==> src/rtl/joybus_rx.sv <==
// Joybus receiver: classifies low-pulse widths into data 0/1 or stop, assembles MSB-first bytes,
// and reports frame completion or malformed frames, with a quiet-line recovery wait after errors.
module joybus_rx #(
  parameter int CLKS_PER_Q = 50
) (
  input  logic       clk,
  input  logic       rst_n,
  input  logic       rx,
  output logic [7:0] byte_data,
  output logic       byte_valid,
  output logic       frame_done,
  output logic       frame_err,
  output logic       busy,
  output logic [5:0] byte_cnt
);

  localparam int CW = $clog2(4*CLKS_PER_Q+2);
  localparam logic [CW-1:0] C_T1    = CW'(3*CLKS_PER_Q/2);
  localparam logic [CW-1:0] C_T2    = CW'(5*CLKS_PER_Q/2);
  localparam logic [CW-1:0] C_MAX   = CW'(4*CLKS_PER_Q);
  localparam logic [CW-1:0] C_MAXM1 = CW'(4*CLKS_PER_Q-1);

  typedef enum logic [1:0] {S_IDLE, S_LOW, S_HIGH, S_RECOVER} state_t;

  logic          r_s1, r_s2, r_prev;
  logic [1:0]    r_warm;
  state_t        r_state;
  logic [CW-1:0] r_cnt;
  logic [2:0]    r_bit_cnt;
  logic [7:0]    r_shift;
  logic [7:0]    r_byte_data;
  logic [5:0]    r_byte_cnt;
  logic          r_byte_valid, r_frame_done, r_frame_err, r_busy;

  logic          w_armed, w_fall, w_rise, w_bit, w_is_stop;
  logic [CW-1:0] w_cnt_inc;
  logic [7:0]    w_next;

  // Edges only count once the synchronizer holds real samples, so a line
  // held low through reset release never looks like a falling edge.
  assign w_armed   = (r_warm == 2'd3);
  assign w_fall    = w_armed &  r_prev & ~r_s2;
  assign w_rise    = w_armed & ~r_prev &  r_s2;
  assign w_cnt_inc = (r_cnt == {CW{1'b1}}) ? r_cnt : r_cnt + 1'b1;
  assign w_bit     = (r_cnt < C_T1);
  assign w_is_stop = (r_cnt >= C_T1) && (r_cnt < C_T2);
  assign w_next    = {r_shift[6:0], w_bit};

  always_ff @(posedge clk or negedge rst_n) begin
    if (!rst_n) begin
      r_s1   <= 1'b1;
      r_s2   <= 1'b1;
      r_prev <= 1'b1;
      r_warm <= 2'd0;
    end else begin
      r_s1   <= rx;
      r_s2   <= r_s1;
      r_prev <= r_s2;
      if (r_warm != 2'd3) r_warm <= r_warm + 2'd1;
    end
  end

  always_ff @(posedge clk or negedge rst_n) begin
    if (!rst_n) begin
      r_state      <= S_IDLE;
      r_cnt        <= '0;
      r_bit_cnt    <= 3'd0;
      r_shift      <= 8'd0;
      r_byte_data  <= 8'd0;
      r_byte_cnt   <= 6'd0;
      r_byte_valid <= 1'b0;
      r_frame_done <= 1'b0;
      r_frame_err  <= 1'b0;
      r_busy       <= 1'b0;
    end else begin
      r_byte_valid <= 1'b0;
      r_frame_done <= 1'b0;
      r_frame_err  <= 1'b0;
      case (r_state)
        S_IDLE: begin
          if (w_fall) begin
            r_state    <= S_LOW;
            r_cnt      <= CW'(1);
            r_bit_cnt  <= 3'd0;
            r_byte_cnt <= 6'd0;
            r_busy     <= 1'b1;
          end
        end
        S_LOW: begin
          if (w_rise) begin
            r_cnt <= CW'(1);
            if (w_is_stop) begin
              r_state <= S_IDLE;
              r_busy  <= 1'b0;
              if (r_bit_cnt == 3'd0 && r_byte_cnt != 6'd0) r_frame_done <= 1'b1;
              else                                         r_frame_err  <= 1'b1;
            end else begin
              r_state <= S_HIGH;
              r_shift <= w_next;
              if (r_bit_cnt == 3'd7) begin
                r_bit_cnt    <= 3'd0;
                r_byte_data  <= w_next;
                r_byte_valid <= 1'b1;
                if (r_byte_cnt != 6'd63) r_byte_cnt <= r_byte_cnt + 6'd1;
              end else begin
                r_bit_cnt <= r_bit_cnt + 3'd1;
              end
            end
          end else if (r_cnt == C_MAX) begin
            r_state     <= S_RECOVER;
            r_frame_err <= 1'b1;
            r_cnt       <= '0;
          end else begin
            r_cnt <= w_cnt_inc;
          end
        end
        S_HIGH: begin
          if (w_fall) begin
            r_state <= S_LOW;
            r_cnt   <= CW'(1);
          end else if (r_cnt == C_MAX) begin
            r_state     <= S_IDLE;
            r_frame_err <= 1'b1;
            r_busy      <= 1'b0;
          end else begin
            r_cnt <= w_cnt_inc;
          end
        end
        S_RECOVER: begin
          // Any low sample restarts the quiet-line wait.
          if (!r_s2) begin
            r_cnt <= '0;
          end else if (r_cnt == C_MAXM1) begin
            r_state <= S_IDLE;
            r_busy  <= 1'b0;
          end else begin
            r_cnt <= w_cnt_inc;
          end
        end
        default: r_state <= S_IDLE;
      endcase
    end
  end

  assign byte_data  = r_byte_data;
  assign byte_valid = r_byte_valid;
  assign frame_done = r_frame_done;
  assign frame_err  = r_frame_err;
  assign busy       = r_busy;
  assign byte_cnt   = r_byte_cnt;

endmodule

==> config.mk <==
export PLATFORM = sky130hd
export DESIGN_NAME = joybus_rx
export DESIGN_NICKNAME = d
export VERILOG_FILES = /design/src/rtl/joybus_rx.sv
export SDC_FILE = /design/constraint.sdc
export NUM_CORES = 1
export LEC_CHECK = 0
export CAP_MARGIN = 40
export CORE_ASPECT_RATIO = 1.75
export CORE_MARGIN = 2
export CORE_UTILIZATION = 45
export DETAILED_ROUTE_END_ITERATION = 12
export DONT_BUFFER_PORTS = 1
export PLACE_DENSITY = 0.67
export SLEW_MARGIN = 20
export SYNTH_ARGS = -nofsm -noshare
export SYNTH_HDL_FRONTEND = slang
export SYNTH_SLANG_ARGS = --single-unit
==> constraint.sdc <==
create_clock -name clk -period 2.9 [get_ports clk]
set_clock_uncertainty 0.15 [all_clocks]
set_input_delay 0.435 -clock clk [delete_from_list [all_inputs] [get_ports clk]]
set_output_delay 0.435 -clock clk [all_outputs]
set_load 0.05 [all_outputs]
# == Yosys cells after proc, flatten, opt, wreduce, memory -nomap -nowiden ==
# Cells that the tools add are included.
# Widths: inputs -> output; s select.
# op_classes
n_addsub,4
n_lt_le_gt_ge,3
eq_ne,24
mux,51
bitwise_logic,7
n_reduce_logical,13
# ops
op,n
$mux 8,8
$pmux 8 s4,1
$mux 6,5
$eq 8x8->1 const B,3
$ne 2x2->1 const B,11
$mux 1,20
$lt 8x7->1 const B,2
$mux 2,8
$mux 3,4
$ne 3x3->1 const B,4
$pmux 6 s2,1
$add 8x1->8 const B,1
$ge 8x7->1 const B,1
$pmux 2 s4,1
$reduce_and 4->1,2
$reduce_and 7->1,1
$add 6x1->6 const B,1
$eq 2x2->1 const B,3
$ne 6x6->1 const B,1
$pmux 3 s2,1
$reduce_and 3->1,2
$reduce_and 6->1,1
$reduce_bool 6->1,1
$reduce_and 5->1,1
other kinds (12),18
# word_totals
ff_bits,43
in_bits,3
word_cells,116

# == Longest topological paths before layout ==
# logic_depth
ltp_word,6
depth_mapped,9

# == Least setup slack after synthesis ==
# No wires, ideal clock.
# synth_path
path_type,reg2reg
startpoint,register r_cnt[0]
endpoint,"register r_byte_data[0], in the netlist byte_data[0]"
setup_ns,0.125
arrival_time_ns,1.927
required_ns,2.625
setup_slack_ns,0.698
path_stages_with_launch,8
path_buffers,1
cell_sequence,dfrtp_1 -> ha_1 -> o21a_1 -> o31ai_4 -> o31ai_4 -> or2_1 -> buf_6 -> mux2_4
# synth_via
elab_chain_len,4
# synth_rtl
item,line_no,source
"start, declared",28,logic [CW-1:0] r_cnt;
"start signal, assigned",114,r_cnt <= w_cnt_inc;
"start signal, assigned",126,r_cnt <= w_cnt_inc;
"start signal, assigned",137,r_cnt <= w_cnt_inc;
$ge 8x7->1 or $lt 8x7->1 (tied branches),46,assign w_is_stop = (r_cnt >= C_T1) && (r_cnt < C_T2);
$logic_and 1x1->1,46,
$not 1->1 (no source line),--,
$reduce_and 4->1 (no source line),--,
"end signal, assigned",102,r_byte_data <= w_next;
"end, declared",31,logic [7:0] r_byte_data;
# Several ways; a longest one is shown, not always the timed one.
# A chain may end at the register's enable or synchronous reset.

# == Worst setup path after layout ==
# layout_path
startpoint,register r_cnt[0]
endpoint,"register r_byte_data[5], in the netlist byte_data[5]"
# layout_via
elab_chain_len,4
# layout_rtl
item,line_no
$ge 8x7->1 or $lt 8x7->1 (tied branches),46
$logic_and 1x1->1 (*),46
$not 1->1 (no source line) (*),--
$reduce_and 4->1 (no source line) (*),--
# Every way passes the cells marked *; elsewhere a longest branch is shown, timed or not.

==> parameters.txt <==
Parameter                              Value

Status
  Outcome ... complete, no violations

Yosys
  Top flip-flop cell by instance count after synthesis ... dfrtp_1
  Area contributors post-synth ... dfrtp_1, ha_1, mux2_4, mux2_2, dfstp_2
  Top cell type's share of synthesized area ... 41.5%
  Count of different cell masters after synthesis ... 57
  Area share of xor/xnor cells in the synthesized design ... 0.363%
  Cell area after synthesis ... 0.00241 mm^2
  Cell type with the largest total area after synthesis ... dfrtp_1
  Cells after Synth ... 225
  Flops & latches, synth ... 43
  Async SR Flop Fraction ... 100%
  Fraction of the mapped netlist area in simple logic gates ... 16.7%
  Mapped Nets ... 240
  Number of flops mapped to enable cells by yosys ... 0
  Total number of yosys warnings ... 0
  Share of synthesized area spent on multiplexers ... 9.64%
  Compound-Gate Fraction of Synth Area ... 17.8%
  Adder-Cell Fraction of Synth Area ... 6.22%
  Largest family of logic cells by synthesized area ... compound AO/OA/AOI/OAI gates
  Mean post-synth cell area ... 10.7 um^2
  Sequential fraction of the synthesis area ... 44.7%

Critical path
  Ordered list of cells on the worst path ... ha_1, o21a_1, o31ai_4, o31ai_4, or2_1, mux2_4
  Startpoint of the most critical register-to-register path ... r_cnt[0]
  Worst Setup SP ... r_cnt[0]
  Capturing point of the worst reg2reg path ... byte_data[5]
  Max FO, Critical Path ... 9
  Req. time, crit path ... 2.94 ns
  Data arrival, critical path ... 2.55 ns
  Count of buffer and inverter cells on the critical path ... 0
  Endpoint of the worst setup timing path ... byte_data[5]
  Largest stage delay, worst path ... 0.49 ns
  Family with the most delay on the worst path ... compound AO/OA/AOI/OAI gates
  Number of cell instances on the worst register-to-register path ... 6
  Cell with the most instances on the worst path ... o31ai_4
  Critical Path End Type ... flop
  Path length in cells of the critical path ... 6
  CP max-delay cell ... or2_1
  Element type at the critical path start ... flop
  Worst setup path class ... flop to flop
  Reg-to-reg slack, setup ... 0.39 ns

Floorplanning
  Die Y-Extent ... 101 um
  Row count ... 35
  Core area ... 0.00521 mm^2
  Top-level port count ... 21
  Die area ... 0.00599 mm^2
  Effective utilization at floorplan ... 46.3%
  DIE WIDTH ... 59.4 um

Placement
  GPL Wtd Cong ... 0.906
  Post-Place Worst Slack ... 0.391 ns
  DP Cell Count ... 281
  Detailed-placement wirelength estimate ... 3680 um
  PortBufs ... 0

Layout
  Final cell count without fillers ... 292
  Count of fill cells added during filler insertion ... 452
  Fraction of layout cells with a size suffix above 1 ... 20.3%
  Antenna diode count ... 0
  Number of nets in the layout ... 251
  Growth of design area from synthesis to finish ... 10.1%

Timing
  Final number of hold-violating endpoints ... 0
  Worst setup margin ... 0.387 ns
  Shortest period the worst path allows ... 2.51 ns
  Slew margin rel. ... 59.5%
  Final critical-path share of the clock period ... 86.6%
  Setup TNS after final layout ... 0 ns
  Final Setup Violations ... 0
  Slew @ Worst Pin ... 0.608 ns
  Max Freq ... 398 MHz
  Setup repair after global routing missed its margin ... no
  Number of pins exceeding their max-slew limit in the final report ... 0

Route
  1st-pass router iterations ... 4
  Total DRC errors in the routed layout ... 0
  Via count ... 1812
  Final routed wirelength across all metal layers ... 4930 um
  Remaining antenna violation count ... 0
  Wire length per cell after detailed routing ... 16.9 um
  Detailed-route vias per instance ... 6.21
  Drt initial violations ... 74

Clock network
  Clock root buffer master ... clkbuf_8
  Post CTS Setup Buffer Count ... 0
  TritonCTS clock tree ... built
  Clk buf depth ... 2
  Depth of the CTS H-tree ... 2
  Total CTS buffers ... 5
  Clock latency at the later pin of the worst-skew pair ... 0.30 ns
  Clock edge transition at the registers on the reported setup and hold paths ... 0.09 ns
  Clock Sinks ... 43

Worst hold path
  Class of the tightest hold or removal check ... flop to flop

Global routing
  Overall global routing resource usage ... 18.3%
  Overflow after GRT ... 0
  Maximum number of pins on one net before global-route repair ... 44
  Antenna violations before repair ... 0
  Via count of the first global-routing pass ... 1830
  Global-route wire length before repair ... 8340 um

Power and ir drop
  Power per cell area ... 773 mW/mm^2
  Total chip power ... 0.00205 W
  Max VDD drop ... 0.287 mV
  Leakage power summed over all cells ... 1.16 nW

Flow run
  Number of maximum-capacitance violations ... 0
[repair_timing]
item / 4_1_cts / 5_1_grt
gates resized for setup: 0 / 0
endpoints found under the hold margin: 44 / 0
hold buffers: 3 / 0
[where the power goes]
part / internal, W / switching (W)
Clock: 0.000261 / 0.000217
Sequential: 0.000704 / 0.000143
Combinational: 0.000338 / 0.000390
[flip-flops by register name, indices dropped and copies added, names as in the netlist]
signal / count
r_s2: 1
r_shift: 7
byte_valid: 1
busy: 1
frame_done: 1
r_cnt: 8
r_state: 2
r_bit_cnt: 3
r_prev: 1
byte_cnt: 6
r_warm: 2
byte_data: 8
frame_err: 1
r_s1: 1
[per-layer routing]
| layer | wire length [um] | global-route usage, % | part of all wire [%] | up-vias |
|---|---|---|---|---|
| met4 | 250 | 14.0 | 5.1 | 0 |
| met5 | 0 | 0 | 0 | - |
| met1 | 1920 | 18.8 | 39 | 885 |
| li1 | - | - | - | 853 |
| met2 | 2620 | 31.2 | 53 | 52 |
| met3 | 148 | 3.59 | 3.0 | 22 |
[layout by cell type, fill, tap and decap left out, types with 3 or more instances in the layout]
cell	count
nor2_1	12
a21oi_1	10
dfstp_2	3
buf_4	10
a22o_1	6
a31oi_1	4
nor2b_1	4
mux2_4	8
o21ai_0	11
mux2_2	10
inv_1	13
nand3_1	6
o31ai_1	4
ha_1	12
nand4_1	3
nand3b_1	4
nor3_1	6
dfrtp_1	40
clkbuf_8	5
nand2_1	15
[worst min-delay path by stage]
stage                from        to  slack (ns)  cells after the start
global placement    rst_n  r_cnt[4]      -0.009                      0
finish               r_s1      r_s2        0.21                      0
global route         r_s1      r_s2        0.21                      0
CTS                  r_s1      r_s2        0.21                      0
detailed placement  rst_n  r_cnt[4]      -0.009                      0
floorplan           rst_n      busy       -0.01                      0
[cell usage after synthesis (3+ instances only)]
library cell  count
a21oi_1          10
a22o_1            6
a31oi_1           4
buf_2             6
dfrtp_1          40
dfstp_2           3
ha_1             12
inv_1            13
mux2_2           10
mux2_4            8
nand2_1          15
nand3_1           6
nand3b_1          4
nand4_1           3
nor2_1           12
nor2b_1           4
nor3_1            6
o21ai_0          11
o31ai_1           4
[metrics by stage]
step / instance area (um^2) / utilization [%] / hold WS (ns)
2_1_floorplan: 2410 / - / -0.0106
3_3_place_gp: 2500 / 48.0 / -0.00906
3_5_place_dp: 2500 / 48.0 / -0.00910
4_1_cts: 2660 / 51.0 / 0.211
5_1_grt: 2660 / 51.0 / 0.213
6_report: 2660 / 51.0 / 0.210
[worst register-to-register path, cell delays in order, from the launching register on]
cell     delay (ns)
dfrtp_1        0.42
ha_1           0.29
o21a_1         0.19
o31ai_4        0.09
o31ai_4        0.44
or2_1          0.49
mux2_4         0.34
[cell type report]
type / instances / area, um^2 / area share [%]
repair buffers: 13 / 115 / 4.33
multi-input cells: 159 / 1220 / 46.1
well taps: 55 / 68.8 / 2.59
inverters: 14 / 52.6 / 1.98
flip-flops and latches: 43 / 1080 / 40.6
clock buffers: 5 / 68.8 / 2.59
clock inverters: 3 / 47.5 / 1.79
[logic make-up (layout without fill, tap and decap cells)]
family | after synthesis | after routing
simple gates | 70 | 70
compound gates | 58 | 58
flops | 43 | 43
buf+inv | 23 | 35
mux | 18 | 18
fa+ha+maj | 12 | 12
xor+xnor | 1 | 1
Note: power is estimated with default switching activity, not from simulation.
==> variant 1: new RTL, same flow settings <==
Change the parameter `CLKS_PER_Q` from 50 to 100.
--- a/src/rtl/joybus_rx.sv
+++ b/src/rtl/joybus_rx.sv
@@ -1,7 +1,7 @@
 // Joybus receiver: classifies low-pulse widths into data 0/1 or stop, assembles MSB-first bytes,
 // and reports frame completion or malformed frames, with a quiet-line recovery wait after errors.
 module joybus_rx #(
-  parameter int CLKS_PER_Q = 50
+  parameter int CLKS_PER_Q = 100
 ) (
   input  logic       clk,
   input  logic       rst_n,
Behaviour: no difference found for any inputs over 10 cycles, from zero or initial values and one cycle with rst_n low; that may be too few to reach the edited logic, so the function may still have changed.
==> variant 1 against the original RTL <==
- critical path depth rose by 1
- maximum frequency increased by 6.2%
- final cell count is 1.0% lower
- clock power up 5.2%
- die area up 1.6%
- setup slack better by 0.15 ns
- cell area increased by 1.5%
- power decreased by 1.8%
- first-iteration DRC count is 27% higher
- sequential cell count up 1
- routed wire length down 3.1%
- global-route usage decreased by 0.67 points
- area after synthesis rose by 1.7%
- largest cell class unchanged
- largest power group unchanged
==> variant 1: results (changes against the original RTL) <==
top post-synthesis cells by count=41 x dfrtp_1, 15 x nand2_1, 13 x ha_1; maximum fanout along the worst path=5 (-4); arrival time of data at the critical path endpoint=2.40 ns (-0.15 ns); cell type of the slowest stage on the worst timing path=a2111oi_4; distinct cell type count of the synthesized netlist=55 (-3.5%); flop2flop setup slack=0.53 ns (+0.15 ns); Final clock-cell share=4.50% (+0.12 points); first-pass detailed-route iteration total=5 (+1); overall via count from detail_route=1715 (-5.4%); maximum resistive drop on vdd=0.310 mV (+8.0%); register area share after synthesis=45.0% (+0.27 points); Post-Syn Instances=226 (+0.44%); leakage power=1.22 nW (+5.9%); proportion of layout cells with a drive suffix above 1=20.1% (-0.17 points); final-layout fill cell count=475 (+5.1%); number of flip-flops under the largest register name=9; Synth area leaders=dfrtp_1 42%, ha_1 6.6%, mux2_4 4.9%; wire length after detailed routing=4780 µm (-3.1%); net count of the mapped netlist=242 (+0.83%); Slew @ Worst Pin=0.595 ns (-0.0133 ns); layout clock buffer count=6 (+1); met1 track utilization from global routing=20.7% (+1.9 points); initial antenna violation count=0 (unchanged); run status=complete, no violations; Global Route Usage Sum=17.6% (-0.67 points); flip-flop and latch count after synthesis=44 (+2.3%); Inst Count DP=278 (-1.1%); Inverters=12 (-2); GR Util met2=30.4% (-0.76 points); largest net degree at the start of global routing=45 (+2.3%); average via count per standard cell=5.93 (-4.4%); fraction of area in multi-input gates=46.3% (+0.22 points); M3 GR Usage=3.32% (-0.27 points); global-route wire length before repair=8180 µm (-1.9%); H-tree levels=2 (unchanged); maximum clock rate=423 MHz (+6.2%); wire length on met3=154 µm (+4.1%); via count of the first global-routing pass=1763 (-3.7%); sink of the worst hold path=r_s2; HPWL after DPL=3410 µm (-7.3%); final-layout non-clock buffer area share=3.99% (-0.34 points); Total Nets Final=249 (-0.80%); Post-Place Worst Slack=0.539 ns (+0.148 ns); worst hold slack across all endpoints=0.211 ns (+0.00116 ns); Non-clock buffers=11 (-2); Met1 Wirelength=2010 µm (+5.2%); DR iter-0 viols=94 (+27%); final estimated routing congestion in global placement=0.836 (-7.7%); wire length on met2=2490 µm (-4.9%); register area=1100 µm² (+2.3%); R2R depth=7 (+1)
variant 1: cell count changes after synthesis, moves of 3 or more:
cell and change:
o21ai_0 -4, o22ai_1 +4, a21o_1 +3, a22o_1 -3
a32o_1 +3, clkbuf_1 +3
variant 1: repair_timing:
action | 4_1_cts | 5_1_grt
hold buffers | 3 | 0
endpoints found under the hold margin | 45 | 0
setup buffers | 0 | 0
variant 1: per-stage QoR:
step	cell area, µm²	util [%]
2_1_floorplan	2450	-
3_3_place_gp	2530	48.1
3_5_place_dp	2530	48.1
4_1_cts	2700	51.3
5_1_grt	2700	51.3
6_report	2700	51.3
variant 1: logic make-up after synthesis:
family,share of synthesized area [%]
AOI/OAI and AO/OA,19.2
xor gates and xnor gates,0.714
adders and majority gates,6.63
buffers and inverters,4.13
DFF,45.0
muxes,10.3
and+or+nand+nor,14.0
variant 1: where the power goes:
group	switching, W	internal [W]
Sequential	0.000112	0.000706
Clock	0.000221	0.000282
Combinational	0.000396	0.000300
==> variant 2: new RTL, same settings <==
Without the edit above. Re-encode `state_t` (4 states) as Gray code, 2 bits wide.
--- a/src/rtl/joybus_rx.sv
+++ b/src/rtl/joybus_rx.sv
@@ -20,7 +20,7 @@
   localparam logic [CW-1:0] C_MAX   = CW'(4*CLKS_PER_Q);
   localparam logic [CW-1:0] C_MAXM1 = CW'(4*CLKS_PER_Q-1);
 
-  typedef enum logic [1:0] {S_IDLE, S_LOW, S_HIGH, S_RECOVER} state_t;
+  typedef enum logic [1:0] {S_IDLE = 2'b00, S_LOW = 2'b01, S_HIGH = 2'b11, S_RECOVER = 2'b10} state_t;
 
   logic          r_s1, r_s2, r_prev;
   logic [1:0]    r_warm;
Function: same outputs for any inputs over 10 cycles, from zero or initial values and one cycle with rst_n low; not proved beyond that.
==> variant 2 against the original RTL <==
- final cell count is 1.4% higher
- power is 23% lower
- cell area is 3.4% lower
- setup slack better by 0.20 ns
- area after synthesis is 0.93% higher
- die area is 0.89% higher
- routed wire length is 0.10% higher
- worst hold slack worse by 0.0019 ns
- count of clock-buffer cells in the layout stayed put
- global-route usage is 0.69 points lower
- sequential share of layout area is 1.4 points higher
- sequential cell count stayed put
- critical endpoint is now byte_data[0]
==> variant 2: results (changes against the original RTL) <==
Reg2Reg Capture Point=byte_data[0]; maximum resistive drop on vdd=0.266 mV (-7.2%); later-pin clock latency in the skew report=0.31 ns; quantity of I/O buffers inserted on ports=0 (unchanged); final-layout fill cell count=482 (+6.6%); overall via count from detail_route=1803 (-0.50%); post-cts sizing count=0 (unchanged); startpoint of the worst register-to-register path=r_cnt[0]; cell type of the slowest stage on the worst timing path=a221oi_4; R2R depth=6 (unchanged); Post-Place Worst Slack=0.642 ns (+0.251 ns); sink of the worst hold path=r_s2; number of setup buffers added after CTS=0 (unchanged); Async S/R FF share, synth=100% (unchanged); Global Route Usage Sum=17.6% (-0.69 points); flop2flop setup slack=0.59 ns (+0.20 ns); via count of the first global-routing pass=1799 (-1.7%); top flip-flop cell by instance count after synthesis=dfrtp_1; part of the power in the clock network=25.5% (+2.2 points); global-route wire length before repair=8160 µm (-2.1%); distinct cell type count of the synthesized netlist=65 (+14%); maximum fanout along the worst path=10 (+1); leakage power=1.17 nW (+1.0%); top post-synthesis cells by count=40 x dfrtp_1, 35 x nand2_1, 12 x inv_1; average via count per standard cell=6.09 (-1.8%); register area share after synthesis=44.3% (-0.41 points); Post-Syn Instances=236 (+4.9%); HPWL after DPL=3590 µm (-2.6%); net count of the mapped netlist=247 (+2.9%); Slew HR=62.9% (+3.4 points); Inst Count DP=285 (+1.4%); proportion of layout cells with a drive suffix above 1=16.2% (-4.1 points); clock buffer count from CTS=5 (unchanged); share of total power consumed by net switching=37.7% (+1.2 points); post-route cell area=2570 µm² (-3.4%); Hold Crit Class=flip-flop to flip-flop; worst hold slack across all endpoints=0.208 ns (-0.00187 ns); synth warn=0 (unchanged); arrival time of data at the critical path endpoint=2.35 ns (-0.20 ns); H-tree levels=2 (unchanged); largest net degree at the start of global routing=44 (unchanged); number of instances on the worst hold path=0 (unchanged); placed instance area=2430 µm² (-2.7%); run status=complete, no violations; sequential logic power=0.000783 W (-7.6%); highest cell delay on the worst timing path=0.45 ns (-0.04 ns); wire length after detailed routing=4940 µm (+0.10%); CTS max path bufs=2 (unchanged); number of diodes=0 (unchanged); Clock transition at path regs=0.10 ns; startpoint of the tightest hold check path=r_s1; Synth area leaders=dfrtp_1 41%, nand2_1 5.4%, ha_1 4.1%; total clock network power=0.000405 W (-15%); DR iter-0 viols=117 (+58%); initial antenna violation count=0 (unchanged); final estimated routing congestion in global placement=0.841 (-7.2%)
## variant 2: changes by cell type in the layout (fill, tap and decap cells not counted), sizes merged, moves of 3 or more
cell    unedited run  this run
nor3               7         3
nand3              6        10
a211oi             2         5
mux2              18         9
buf               11         6
o31ai              6         2
nor3b              1         8
nand2             16        37
a22o               6         2
o22a               1         4
a21oi             10         6
ha                12         8
## variant 2: cells by family after synthesis
family                     Yosys count  synth area share (%)
buffers and inverters               23                  6.32
and+or+nand+nor                     97                  22.2
adders and majority gates            8                  4.11
muxes                                9                  4.16
AOI/OAI and AO/OA                   55                  18.5
xor gates and xnor gates             1                 0.360
DFF                                 43                  44.3
## variant 2: how the worst max path moves through the flow
stage	slack, ns	end	depth (start not counted)	startpoint
global placement	0.65	byte_data[3]	6	r_cnt[0]
floorplan	0.82	byte_data[0]	7	r_cnt[0]
finish	0.59	byte_data[0]	6	r_cnt[0]
detailed placement	0.64	byte_data[2]	6	r_cnt[1]
CTS	0.61	byte_data[0]	6	r_cnt[0]
global route	0.45	byte_data[0]	6	r_cnt[0]
## variant 2: cell type report
| cell class | instances | area share [%] |
|---|---|---|
| Clock buffer | 5 | 2.68 |
| Sequential cell | 43 | 42.1 |
| Tap cell | 55 | 2.68 |
| Multi-Input combinational cell | 170 | 46.9 |
| Timing Repair Buffer | 8 | 3.02 |
| Clock inverter | 3 | 0.926 |
| Inverter | 12 | 1.76 |
## variant 2: critical path, delay by kind of cell (launching register included)
kind	cells	cell delay [ns]
AOI/OAI and AO/OA	2	0.65
DFF	1	0.41
adders and majority gates	1	0.39
muxes	1	0.34
and+or+nand+nor	2	0.25
## variant 2: routing by layer
layer  track usage (%)  part of all wire (%)
met5                 0                     0
met4              8.89                   2.9
met3              2.94                   2.3
met2              32.1                    54
met1              18.8                    41
